### src/rtl/execute_stage_pkg.sv
// ---------------------------------------------------------------------------
// execute_stage_pkg
// Shared definitions for the EX stage of the 5-stage MIPS-style pipeline:
//   - ALU control codes driven from execute_stage into alu
//   - aluop encodings carried in id_ex_execute[2:1]
//   - R-type funct codes found in id_ex_sign_ext[5:0]
//   - ex_mem_t, the packed contents of the EX/MEM pipeline latch
// ---------------------------------------------------------------------------
package execute_stage_pkg;

  // ALU control codes
  localparam logic [3:0] ALU_AND = 4'b0000;
  localparam logic [3:0] ALU_OR  = 4'b0001;
  localparam logic [3:0] ALU_ADD = 4'b0010;
  localparam logic [3:0] ALU_SUB = 4'b0110;
  localparam logic [3:0] ALU_SLT = 4'b0111;
  localparam logic [3:0] ALU_NOR = 4'b1100;
  localparam logic [3:0] ALU_NOP = 4'b1111;

  // aluop encodings from the main decoder
  localparam logic [1:0] ALUOP_ADD     = 2'b00;  // load/store address
  localparam logic [1:0] ALUOP_SUB     = 2'b01;  // beq compare
  localparam logic [1:0] ALUOP_FUNCT   = 2'b10;  // R-type, decode funct
  localparam logic [1:0] ALUOP_ADD_IMM = 2'b11;  // immediate add

  // R-type funct codes
  localparam logic [5:0] FUNCT_ADD = 6'b100000;
  localparam logic [5:0] FUNCT_SUB = 6'b100010;
  localparam logic [5:0] FUNCT_AND = 6'b100100;
  localparam logic [5:0] FUNCT_OR  = 6'b100101;
  localparam logic [5:0] FUNCT_NOR = 6'b100111;
  localparam logic [5:0] FUNCT_SLT = 6'b101010;

  // EX/MEM latch contents
  typedef struct packed {
    logic [1:0]  wb;
    logic [2:0]  mem;
    logic [31:0] branch_target;
    logic        zero;
    logic [31:0] alu_result;
    logic [31:0] readdat2;
    logic [4:0]  write_reg;
  } ex_mem_t;

endpackage

### src/rtl/execute_stage_alu.sv
// ---------------------------------------------------------------------------
// alu
// Purely combinational 32-bit ALU.
// Ports:
//   ctrl   [3:0]  ALU control code (execute_stage_pkg::ALU_*)
//   a, b   [31:0] operands
//   result [31:0] operation result (0 for NOP / unknown codes)
//   zero          1 when result == 0
// ---------------------------------------------------------------------------
module alu
  import execute_stage_pkg::*;
(
  input  logic [3:0]  ctrl,
  input  logic [31:0] a,
  input  logic [31:0] b,
  output logic [31:0] result,
  output logic        zero
);

  always_comb begin
    result = 32'h0;
    case (ctrl)
      ALU_AND: result = a & b;
      ALU_OR:  result = a | b;
      ALU_ADD: result = a + b;  // modulo 2^32, no overflow detection
      ALU_SUB: result = a - b;
      ALU_SLT: result = ($signed(a) < $signed(b)) ? 32'h1 : 32'h0;
      ALU_NOR: result = ~(a | b);
      default: result = 32'h0;
    endcase
  end

  assign zero = (result == 32'h0);

endmodule

### src/rtl/execute_stage.sv
// ---------------------------------------------------------------------------
// execute_stage
// EX stage of the pipeline: ALU control decode, operand/destination muxes,
// branch-target adder, ALU instance and the EX/MEM pipeline latch.
// Ports:
//   clk, rst (async, active-low)
//   id_ex_*       ID/EX latch contents (control groups, npc, operands,
//                 sign-extended immediate, rt/rd fields)
//   ex_stall      hold the EX/MEM latch
//   ex_flush      load a bubble (all zeros); overrides ex_stall
//   ex_mem_*      registered EX/MEM latch outputs (latency 1)
// ---------------------------------------------------------------------------
module execute_stage
  import execute_stage_pkg::*;
(
  input  logic        clk,
  input  logic        rst,
  input  logic [1:0]  id_ex_wb,
  input  logic [2:0]  id_ex_mem,
  input  logic [3:0]  id_ex_execute,
  input  logic [31:0] id_ex_npc,
  input  logic [31:0] id_ex_readdat1,
  input  logic [31:0] id_ex_readdat2,
  input  logic [31:0] id_ex_sign_ext,
  input  logic [4:0]  id_ex_instr_bits_20_16,
  input  logic [4:0]  id_ex_instr_bits_15_11,
  input  logic        ex_stall,
  input  logic        ex_flush,
  output logic [1:0]  ex_mem_wb,
  output logic [2:0]  ex_mem_mem,
  output logic [31:0] ex_mem_branch_target,
  output logic        ex_mem_zero,
  output logic [31:0] ex_mem_alu_result,
  output logic [31:0] ex_mem_readdat2,
  output logic [4:0]  ex_mem_write_reg
);

  // id_ex_execute = {regdst, aluop[1:0], alusrc}
  logic       regdst;
  logic [1:0] aluop;
  logic       alusrc;
  assign regdst = id_ex_execute[3];
  assign aluop  = id_ex_execute[2:1];
  assign alusrc = id_ex_execute[0];

  logic [5:0]  funct;
  logic [3:0]  alu_ctrl;
  logic [31:0] op_b;
  logic [31:0] alu_result;
  logic        alu_zero;
  logic [4:0]  write_reg;
  logic [31:0] branch_target;

  assign funct = id_ex_sign_ext[5:0];

  // ALU control decode
  always_comb begin
    alu_ctrl = ALU_NOP;
    case (aluop)
      ALUOP_ADD, ALUOP_ADD_IMM: alu_ctrl = ALU_ADD;
      ALUOP_SUB:                alu_ctrl = ALU_SUB;
      default: begin
        case (funct)
          FUNCT_ADD: alu_ctrl = ALU_ADD;
          FUNCT_SUB: alu_ctrl = ALU_SUB;
          FUNCT_AND: alu_ctrl = ALU_AND;
          FUNCT_OR:  alu_ctrl = ALU_OR;
          FUNCT_NOR: alu_ctrl = ALU_NOR;
          FUNCT_SLT: alu_ctrl = ALU_SLT;
          default:   alu_ctrl = ALU_NOP;
        endcase
      end
    endcase
  end

  assign op_b          = alusrc ? id_ex_sign_ext : id_ex_readdat2;
  assign write_reg     = regdst ? id_ex_instr_bits_15_11 : id_ex_instr_bits_20_16;
  // Word offset: shift left by two, upper two bits fall off (modulo add).
  assign branch_target = id_ex_npc + {id_ex_sign_ext[29:0], 2'b00};

  alu u_alu (
    .ctrl   (alu_ctrl),
    .a      (id_ex_readdat1),
    .b      (op_b),
    .result (alu_result),
    .zero   (alu_zero)
  );

  // EX/MEM latch
  ex_mem_t ex_mem_d;
  ex_mem_t ex_mem_q;

  always_comb begin
    ex_mem_d = ex_mem_q;
    if (ex_flush) begin
      ex_mem_d = '0;            // flush has priority over stall
    end else if (!ex_stall) begin
      ex_mem_d.wb            = id_ex_wb;
      ex_mem_d.mem           = id_ex_mem;
      ex_mem_d.branch_target = branch_target;
      ex_mem_d.zero          = alu_zero;
      ex_mem_d.alu_result    = alu_result;
      ex_mem_d.readdat2      = id_ex_readdat2;
      ex_mem_d.write_reg     = write_reg;
    end
  end

  always_ff @(posedge clk or negedge rst) begin
    if (!rst) begin
      ex_mem_q <= '0;
    end else begin
      ex_mem_q <= ex_mem_d;
    end
  end

  assign ex_mem_wb            = ex_mem_q.wb;
  assign ex_mem_mem           = ex_mem_q.mem;
  assign ex_mem_branch_target = ex_mem_q.branch_target;
  assign ex_mem_zero          = ex_mem_q.zero;
  assign ex_mem_alu_result    = ex_mem_q.alu_result;
  assign ex_mem_readdat2      = ex_mem_q.readdat2;
  assign ex_mem_write_reg     = ex_mem_q.write_reg;

endmodule

### config.mk
export PLATFORM = sky130hd
export DESIGN_NAME = execute_stage
export DESIGN_NICKNAME = d
export VERILOG_FILES = /design/src/rtl/execute_stage_pkg.sv /design/src/rtl/execute_stage_alu.sv /design/src/rtl/execute_stage.sv
export SDC_FILE = /design/constraint.sdc
export NUM_CORES = 1
export LEC_CHECK = 0
export ABC_AREA = 1
export BUFFER_PORTS_ARGS = -buffer_cell sky130_fd_sc_hd__buf_2
export CAP_MARGIN = 10
export CORE_MARGIN = 2
export CORE_UTILIZATION = 28
export CTS_BUF_LIST = sky130_fd_sc_hd__clkbuf_8
export DETAILED_ROUTE_END_ITERATION = 6
export MAX_ROUTING_LAYER = met4
export PLACE_DENSITY = 0.44
export SETUP_SLACK_MARGIN = 0.15
export SLEW_MARGIN = 20
export SYNTH_ARGS = -nofsm -noshare
export SYNTH_HDL_FRONTEND = slang
export SYNTH_HIERARCHICAL = 1
export SYNTH_SLANG_ARGS = --single-unit
### constraint.sdc
create_clock -name clk -period 2 [get_ports clk]
set_input_delay 0.1 -clock clk [delete_from_list [all_inputs] [get_ports clk]]
set_output_delay 0.1 -clock clk [all_outputs]
set_load 0.02 [all_outputs]
==> results.md, run 1 <==
- The flow ran to the end, but the final reports show violations.
- The final reports fail on setup timing.
- The initial utilization of the core area, before any placement, comes to 0.282.
- The launching element type of the critical path is an input pin.
- Detailed routing inserted a total of 17093 vias.
- The share of synthesized area in the top cell type comes to 0.217.
- The average detailed-routed wire length per instance is 18.0 um.
- Prior to clock tree synthesis, the placed netlist has a worst setup slack of -1.50 ns.
- The fraction of the core area covered by cells at the end of the flow is 0.477.
- The power per cell area is 485 nW/um2.
- The start point of the worst hold path is id_ex_instr_bits_15_11[1].
- Of all flip-flops after synthesis, the portion carrying an async set or reset was 1.00.
- The startpoint of the lowest-slack register-to-register path is ex_mem_alu_result[13].
- The origin of the worst setup path is id_ex_execute[0].
- VDD sags by at most 0.000339 V.
- The number of max-slew violations in the final report is 0.
- The worst-case headroom to the max-slew limit is 0.642.
- Ranked by instance count, the synthesized netlist is headed by sky130_fd_sc_hd__nand2_1 (773), sky130_fd_sc_hd__inv_1 (447), sky130_fd_sc_hd__nor2_1 (214), sky130_fd_sc_hd__nand3_1 (151), sky130_fd_sc_hd__ha_1 (131).
- The worst clock skew is 0 ns.
- The root buffer cell chosen for the clock tree is sky130_fd_sc_hd__clkbuf_8.
- For this run, the register share of the synthesized area comes to 0.200.
- The count of filler cells inserted in the layout is 4925.
- The clock insertion delay at the later pin of the skew report is 0.43 ns.
- The via density per instance is 4.69.
- Yosys attributes the largest share of cell area to sky130_fd_sc_hd__nand2_1 (22%), sky130_fd_sc_hd__dfrtp_1 (20%), sky130_fd_sc_hd__inv_1 (13%), sky130_fd_sc_hd__ha_1 (12%), sky130_fd_sc_hd__nor2_1 (6.0%).
- CTS built an H-tree with a depth of 3.
- The die covers 49500 um2.
- The count of final hold-check violations is 0.
- In this run the standard cell core region covers 47400 um2.
- The leakage power of the design is 12.6 nW.
- The most used flip-flop cell after synthesis is sky130_fd_sc_hd__dfrtp_1.
- The type of destination of the critical path is a flip-flop.
- The width of the die is 223 um.
- The initial antenna violation count is 2.
- The final design area excluding fillers is 22600 um2.
- In this run the tool buffered the top-level ports with 257 buffer cells.
- In this run the cell area of the synthesized design comes to 13400 um2.
- The worst setup path is of the in -> reg kind.
- The number of setup violations in the final report is 27.
- The tool flagged a number of max-cap violations equal to 0.
- Setup repair after global routing could not meet its margin everywhere.
- At the worst endpoint, the required time is 2.39 ns.
- The mean cell area of the mapped netlist is 5.84 um2.
- The placer's final routability congestion estimate is 0.974.
- The slack of the critical path is -0.519 ns.
- Entering global routing, the biggest net connects 108 pins.
- Dividing the final minimum period by the clock period gives 1.26.
- Summed over all nets, the half-perimeter wirelength after detailed placement is 52500 um.
- The count of nets after finishing is 3308.
- Clock tree synthesis found a total of 107 sinks.
- The routed design could run at a clock period as short as 2.52 ns.
- The overall routed net length is 65600 um.
- The floorplan has 80 rows.
- The number of synthesized register bits is 107.
- Yosys mapped the design onto 43 distinct sky130hd cell types.
- Data on the critical path arrives at its endpoint at 2.91 ns.
- The net count after synthesis is 2575.
- The clock passes through at most 2 buffers.
- The area growth from synthesis to final layout is 69.1%.
- Summing internal, switching and leakage power gives 11.0 mW.
- The total global routing overflow is 0.
- For this design the top-level I/O count stands at 258.
- Before antenna repair, the detailed router went through 7 iterations.
- The wire length of the first global-routing pass is 97400 um.
- TritonCTS built the clock tree.
- The number of global-route vias before repair is 16983.
- For the pin with the worst max-slew slack, the measured transition is 0.538 ns.
- Yosys printed 6 warnings.
- After clock tree synthesis, the clock-pin slew on the worst setup and hold paths is 0.13 ns.
- Counting flops with a built-in enable in the synthesized netlist gives 0.
- The dominant cell type by area after synthesis is sky130_fd_sc_hd__nand2_1.
- The remaining number of nets flagged by the antenna check after routing is 0.
- The share of post-route cells with drive strength above 1 is 0.438.
- Summing all placed instances gives a cell area of 18900 um2.
- Static timing analysis puts the maximum clock frequency at 397 MHz.
- The number of instances in the synthesized netlist is 2290.
- The number of buffers added by the clock tree synthesis step is 9.
- For this run, the total global-route usage over all layers was measured as 0.265.
- The die is 223 um tall.
- The number of design-rule violations left by the first detailed-router iteration is 1042.
- In the routed design, unresolved DRC markers number 0.
- The most common cell in the synthesized netlist is sky130_fd_sc_hd__nand2_1.
- Of all nets on the critical path, the largest fanout is 7.
- The worst hold path belongs to the class in -> reg.
==> worst max-delay path, stage by stage <==
cell and delay, ns:
sky130_fd_sc_hd__buf_12 0.13, sky130_fd_sc_hd__buf_16 0.15, sky130_fd_sc_hd__buf_6 0.11, sky130_fd_sc_hd__o21ai_4 0.24, sky130_fd_sc_hd__inv_2 0.09, sky130_fd_sc_hd__ha_4 0.33, sky130_fd_sc_hd__buf_4 0.14, sky130_fd_sc_hd__inv_1 0.05
sky130_fd_sc_hd__nand2_2 0.07, sky130_fd_sc_hd__nand2_2 0.06, sky130_fd_sc_hd__inv_1 0.07, sky130_fd_sc_hd__nand2_2 0.07, sky130_fd_sc_hd__a21oi_2 0.15, sky130_fd_sc_hd__nand2_4 0.09, sky130_fd_sc_hd__buf_4 0.14, sky130_fd_sc_hd__o21ai_1 0.12
sky130_fd_sc_hd__a21oi_1 0.08, sky130_fd_sc_hd__nor2_4 0.16, sky130_fd_sc_hd__nand3_1 0.11, sky130_fd_sc_hd__nor2_1 0.12, sky130_fd_sc_hd__nand2_2 0.06, sky130_fd_sc_hd__nor2_1 0.10, sky130_fd_sc_hd__a22o_1 0.14
==> layer usage <==
metal  up-vias  track usage  part of all wire
li1       8566            -                 -
met2       393        0.434              0.47
met1      8055        0.344              0.45
met3        79       0.0345             0.052
met4         0       0.0710             0.027
met5         -            -                 0
==> stage by stage <==
stage	setup TNS (ns)	hold slack, ns	std cells
3_5_place_dp	-34.28	0.0971	3499
2_1_floorplan	-5.28	-0.196	2290
4_1_cts	-8.08	0.00151	3599
3_3_place_gp	-33.57	0.110	3499
6_report	-8.84	0.0114	3645
5_1_grt	-11.56	0.0276	3645
==> power breakdown <==
part / internal, mW / total, mW / switching, mW
sequential: 2.33 / 2.42 / 0.0957
combinational: 3.03 / 7.00 / 3.97
clock: 0.603 / 1.54 / 0.939
==> cells in the final DEF, fill, tap and decap left out, drive strengths merged, types with 2 or more instances in the layout <==
master / instances
a221oi: 25
clkinv: 4
a211oi: 3
dfrtp: 107
a21oi: 83
clkbuf: 13
and3: 2
o21ai: 113
o211ai: 2
xor2: 2
nor4: 2
mux2i: 5
xnor2: 5
nor3: 19
inv: 459
ha: 131
diode: 2
fa: 3
buf: 740
a22o: 42
nand2: 790
dlygate4sd3: 40
nand3: 161
clkinvlp: 2
and2: 6
o21bai: 8
nand4: 21
nor2: 234
==> layout make-up <==
| class | instances | area (um2) | share of cell area |
|---|---|---|---|
| antenna | 2 | 5.00 | 0.000221 |
| multi-input combinational | 1661 | 11200 | 0.497 |
| sequential | 107 | 2680 | 0.118 |
| tap | 615 | 769 | 0.0340 |
| clock inverter | 7 | 86.3 | 0.00382 |
| inverter | 459 | 1750 | 0.0772 |
| clock buffer | 9 | 124 | 0.00548 |
| timing repair buffer | 785 | 5980 | 0.264 |
==> worst paths after layout <==
kind                            cells after the start                       end  slack, ns
worst max register to register                      1     ex_mem_alu_result[13]       1.22
worst max-delay path                               23               ex_mem_zero      -0.52
worst min-delay path                                3       ex_mem_write_reg[1]       0.01
worst min register to register                      2  ex_mem_branch_target[31]       0.49
min in group asynchronous                           2  ex_mem_branch_target[19]       0.15
max in group asynchronous                           3     ex_mem_alu_result[22]       1.12
==> cells by family after synthesis <==
logic type               synth area share
XOR/XNOR                          0.00458
AO/OA/AOI/OAI                       0.128
adder cells (fa/ha/maj)             0.127
buffers and inverters               0.154
flip-flops                          0.200
AND/OR/NAND/NOR                     0.383
multiplexers                      0.00374
==> timing repair <==
| action | in CTS | in global routing |
|---|---|---|
| resized for setup | 337 | 299 |
| cloned | 3 | 2 |
| buffers inserted | 41 | 42 |
| hold endpoints to repair | 68 | 0 |
| endpoints found under the setup margin | 33 | 34 |
| hold buffers | 40 | 0 |
| pin swaps | 76 | 154 |
Note: power is estimated with default switching activity, not from simulation.
==> inputs of run 2 (changes only) <==
--- a/config.mk
+++ b/config.mk
@@ -9,11 +9,11 @@
 export BUFFER_PORTS_ARGS = -buffer_cell sky130_fd_sc_hd__buf_2
 export CAP_MARGIN = 10
 export CORE_MARGIN = 2
-export CORE_UTILIZATION = 28
+export CORE_UTILIZATION = 58
 export CTS_BUF_LIST = sky130_fd_sc_hd__clkbuf_8
 export DETAILED_ROUTE_END_ITERATION = 6
 export MAX_ROUTING_LAYER = met4
-export PLACE_DENSITY = 0.44
+export PLACE_DENSITY = 0.81
 export SETUP_SLACK_MARGIN = 0.15
 export SLEW_MARGIN = 20
 export SYNTH_ARGS = -nofsm -noshare
==> run 2 against run 1 <==
  * The flow now stops in global routing
  * Area after synthesis unchanged
  * Synthesized cell count unchanged
==> results.md, run 2 <==
- The number of instances in the synthesized netlist is 2290.
- The total global routing overflow is 738.
- The first error in the log reads "[ERROR GRT-0232] Routing congestion too high. Check the congestion heatmap in the GUI".
- The total routing resource utilization after global routing is 0.907.
- The maximum count of clock buffers along a single path is 2.
- Routability-driven placement finished with a final weighted congestion of 1.08.
- The number of synthesized register bits is 107.
- Ranked by total cell area, the synthesized netlist is headed by sky130_fd_sc_hd__nand2_1 (22%), sky130_fd_sc_hd__dfrtp_1 (20%), sky130_fd_sc_hd__inv_1 (13%), sky130_fd_sc_hd__ha_1 (12%), sky130_fd_sc_hd__nor2_1 (6.0%).
- Averaged over all synthesized cells, the footprint is 5.84 um2.
- The cell at the root of the clock tree is sky130_fd_sc_hd__clkbuf_8.
- The dominant cell type by area after synthesis is sky130_fd_sc_hd__nand2_1.
- In this run the count of I/O pins placed on the die edge is 258.
- The number of nets handed over by synthesis was 2575.
- The H-tree generated during clock tree synthesis spans 3 levels.
- The width of the die is 156 um.
- Yosys mapped a number of flops with a built-in enable equal to 0.
- The vertical die dimension is 156 um.
- For this configuration, the core starts out at a cell density of 0.591.
- The halt point of the flow is global routing.
- Row generation in the floorplan step produced 55 rows.
- The Yosys step of the flow raised 6 warnings.
- The post-place setup slack is -1.28 ns.
- The maximum number of pins on one net before global-route repair is 108.
- Clock tree synthesis inserted a total of 9 buffers.
- The async set or reset register ratio after synthesis is 1.00.
- The leading cell type by number of instances after synthesis is sky130_fd_sc_hd__nand2_1.
- The unique cell type count in the Yosys netlist is 43.
- Ranked by instance count, the synthesized netlist is headed by sky130_fd_sc_hd__nand2_1 (773), sky130_fd_sc_hd__inv_1 (447), sky130_fd_sc_hd__nor2_1 (214), sky130_fd_sc_hd__nand3_1 (151), sky130_fd_sc_hd__ha_1 (131).
- The post-DP HPWL is 44700 um.
- After synthesis the cells add up to 13400 um2.
- For this run, the register share of the synthesized area comes to 0.200.
- The top cell type's share of synthesized area is 0.217.
- For this run, the leading register cell type out of synthesis is sky130_fd_sc_hd__dfrtp_1.
- Counting every sink on the clock net gives 107.
- The flow did not finish.
- The number of buffers added on ports is 257.
-- run 2: cell counts after synthesis --
Identical to the previous run, type by type.
-- run 2: cells by family after synthesis --
| family | Yosys count | synth area share |
|---|---|---|
| and+or+nand+nor | 1235 | 0.383 |
| buffers and inverters | 522 | 0.154 |
| muxes | 5 | 0.00374 |
| AOI/OAI and AO/OA | 280 | 0.128 |
| xor gates and xnor gates | 7 | 0.00458 |
| DFF | 107 | 0.200 |
| adders and majority gates | 134 | 0.127 |
-- run 2: timing repair --
| action | 4_1_cts |
|---|---|
| endpoints found under the hold margin | 40 |
| endpoints found under the setup margin | 33 |
| resized for setup | 354 |
| hold buffers | 15 |
| cloned | 4 |
| pin swaps | 101 |
| setup buffers | 49 |
-- run 2: layer usage --
metal,overflow,GRT usage
met1,11,0.837
met2,545,1.09
met3,8,0.729
met4,174,0.983
met5,-,-
-- run 2: stage by stage --
step                instance area [um2]  hold WS (ns)  utilization  TNS [ns]  cells
detailed placement                18100        0.0481        0.801    -27.04   3141
floorplan                         14100        -0.196            -     -5.28   2290
CTS                               20300      0.000364        0.899     -6.59   3225
global placement                  18100        0.0422        0.801    -24.55   3141
==> inputs of run 3 (changes only) <==
--- a/config.mk
+++ b/config.mk
@@ -9,12 +9,9 @@
 export BUFFER_PORTS_ARGS = -buffer_cell sky130_fd_sc_hd__buf_2
 export CAP_MARGIN = 10
 export CORE_MARGIN = 2
-export CORE_UTILIZATION = 58
-export CTS_BUF_LIST = sky130_fd_sc_hd__clkbuf_8
+export CORE_UTILIZATION = 40
 export DETAILED_ROUTE_END_ITERATION = 6
-export MAX_ROUTING_LAYER = met4
-export PLACE_DENSITY = 0.81
-export SETUP_SLACK_MARGIN = 0.15
+export PLACE_DENSITY_LB_ADDON = 0.15
 export SLEW_MARGIN = 20
 export SYNTH_ARGS = -nofsm -noshare
 export SYNTH_HDL_FRONTEND = slang
==> run 3 against run 2 <==
  * The flow now finishes, with violations (setup timing)
==> results.md, run 3 (same netlist as run 1, synthesis figures left out) <==
- The vertical die dimension is 187 um.
- Setup repair after global routing could not meet its margin everywhere.
- The depth of the CTS H-tree is 3.
- The met2 capacity usage during global routing is 0.592.
- The area growth from synthesis to final layout is 70.3%.
- The overall routed net length is 62300 um.
- The count of final hold-check violations was 0.
- The number of global-route vias before repair is 17510.
- The total vias in the final route is 17809.
- TritonCTS created 9 clock buffers.
- The floorplan step defined a core boundary enclosing 32700 um2.
- The cell at the root of the clock tree is sky130_fd_sc_hd__clkbuf_16.
- The number of diodes added for antenna fixing is 0.
- The initial antenna violation count is 0.
- In this run, the number of DRC markers left after iteration 0 of detailed routing was 1202.
- Based on the critical path, the design can be clocked at up to 390 MHz.
- Counting every sink on the clock net gives 107.
- The clock insertion delay at the later pin of the skew report is 0.38 ns.
- The busiest layer in global routing is met2.
- The total global routing overflow is 0.
- The clock period minus final worst setup slack is 2.56 ns.
- The slack of the critical path is -0.561 ns.
- The worst clock skew is 0 ns.
- The most common cell after layout, fill and taps aside is sky130_fd_sc_hd__nand2_1.
- The min-delay analysis places its worst path in the category in -> reg.
- The critical path arrival is 2.88 ns.
- Entering global routing, the biggest net connects 108 pins.
- The number of buffers added on ports is 257.
- The final reports fail on setup timing.
- The maximum ir drop on the vdd rail is 0.000507 V.
- The final setup TNS is -8.43 ns.
- Once layout is complete, the utilization of the core stands at 0.696.
- The count of nets after finishing is 3289.
- Dividing the final minimum period by the clock period gives 1.28.
- In this run the static leakage power is 12.8 nW.
- The clock slew at the register clock pins of the worst setup and hold paths is 0.08 ns.
- The remaining number of nets flagged by the antenna check after routing is 0.
- The total routing resource utilization after global routing is 0.344.
- In the routed design, unresolved DRC markers number 0.
- The average detailed-routed wire length per instance is 18.1 um.
- The maximum count of clock buffers along a single path is 2.
- Measured in cells, the most critical reg-to-reg path has a length of 1.
- Across the run, the number of max-cap violations was 0.
- The peak fanout along the critical path is 6.
- The first global-routing pass estimated 94400 um of wire.
- The worst-case headroom to the max-slew limit is 0.446.
- The placer's final routability congestion estimate is 0.997.
- The power per cell area is 499 nW/um2.
- The fraction of met1 tracks used by global routing is 0.449.
- Setup violations remaining at the end of the flow were counted as 31.
- The worst setup path is captured at a flip-flop.
- The number of detailed-routing iterations run before antenna repair is 5.
- The finished cells cover 22800 um2.
- The overall die area is 34900 um2.
- STA puts the critical path data required time at 2.32 ns.
- The post-DP HPWL is 46400 um.
- The worst setup path is launched from an input pin.
- The flow ran to the end, but the final reports show violations.
- The number of max-slew violations in the final report was 0.
- The count of standard-cell rows is 66.
- The share of post-route cells with drive strength above 1 is 0.448.
- The via density per instance is 5.16.
- The initial core utilization is 0.409.
- The worst hold path passes through 3 cells.
- The instance area at placement is 18600 um2.
- The width of the die is 187 um.
- During I/O placement, the number of pins put on the boundary was 258.
- For the pin with the worst max-slew slack, the measured transition is 0.831 ns.
- TritonCTS built the clock tree.
- Total power for the finished layout comes to 11.4 mW.
- By startpoint and endpoint, the worst setup path is classified as in -> reg.
- The global routing met3 resource utilization is 0.0371.
- At the placement stage, the worst setup path has a slack of -1.31 ns.
- The top cell types in the final layout, fill and taps aside, are sky130_fd_sc_hd__nand2_1 (615), sky130_fd_sc_hd__buf_4 (395), sky130_fd_sc_hd__inv_1 (382), sky130_fd_sc_hd__buf_2 (255), sky130_fd_sc_hd__nor2_1 (128).
[run 3: power breakdown]
| group | switching (mW) | total, mW | internal (mW) |
|---|---|---|---|
| registers | 0.0987 | 2.43 | 2.33 |
| logic | 3.99 | 6.99 | 3.00 |
| clock network | 0.912 | 1.93 | 1.02 |
[run 3: layout make-up]
cell class,instances,area [um2]
Timing Repair Buffer,766,5910
Clock inverter,5,67.6
Tap cell,442,553
Clock buffer,10,239
Inverter,459,1740
Sequential cell,107,2680
Multi-Input combinational cell,1661,11600
Fill cell,2801,9930
[run 3: worst paths after layout]
check	startpoint	endpoint	slack, ns
hold / removal	id_ex_instr_bits_20_16[0]	ex_mem_write_reg[0]	0.009
max in group asynchronous	rst	ex_mem_branch_target[4]	1.15
hold reg to reg	ex_mem_branch_target[27]	ex_mem_branch_target[27]	0.48
setup reg to reg	ex_mem_zero	ex_mem_zero	1.22
min in group asynchronous	rst	ex_mem_branch_target[30]	0.25
setup / recovery	id_ex_execute[0]	ex_mem_zero	-0.56
[run 3: per-layer routing]
layer	part of all wire	wire length, um	vias to the layer above
li1	-	-	8529
met1	0.42	26000	8446
met2	0.48	30000	683
met3	0.066	4110	151
met4	0.035	2200	0
met5	0	0	-
[run 3: repair_timing]
action / in CTS / in global routing
setup endpoints to repair: 31 / 33
cloned: 7 / 2
resized for setup: 495 / 219
endpoints found under the hold margin: 45 / 0
pin swaps: 166 / 114
setup buffers: 87 / 28
hold buffers: 8 / 0
[run 3: worst max-delay path, cell delays in order]
cell and delay (ns):
sky130_fd_sc_hd__buf_16 0.13, sky130_fd_sc_hd__buf_16 0.15, sky130_fd_sc_hd__o21ai_4 0.27, sky130_fd_sc_hd__inv_2 0.09
sky130_fd_sc_hd__ha_4 0.36, sky130_fd_sc_hd__inv_2 0.06, sky130_fd_sc_hd__nand2_2 0.06, sky130_fd_sc_hd__nand2_2 0.08
sky130_fd_sc_hd__nand2_2 0.07, sky130_fd_sc_hd__nand2_2 0.06, sky130_fd_sc_hd__buf_6 0.12, sky130_fd_sc_hd__a21oi_4 0.19
sky130_fd_sc_hd__nand3_2 0.10, sky130_fd_sc_hd__nand2_2 0.09, sky130_fd_sc_hd__nor2_4 0.05, sky130_fd_sc_hd__nor2_2 0.13
sky130_fd_sc_hd__nand2_1 0.08, sky130_fd_sc_hd__nor2_2 0.12, sky130_fd_sc_hd__nand3_2 0.14, sky130_fd_sc_hd__nor2_2 0.10
sky130_fd_sc_hd__nand2_1 0.05, sky130_fd_sc_hd__nor2_1 0.10, sky130_fd_sc_hd__a22o_1 0.14
[run 3: metrics by stage]
stage | hold WS (ns) | cells
2_1_floorplan | -0.196 | 2290
3_3_place_gp | 0.120 | 3325
3_5_place_dp | 0.124 | 3325
4_1_cts | 0.00831 | 3431
5_1_grt | 0.0316 | 3450
6_report | 0.00947 | 3450
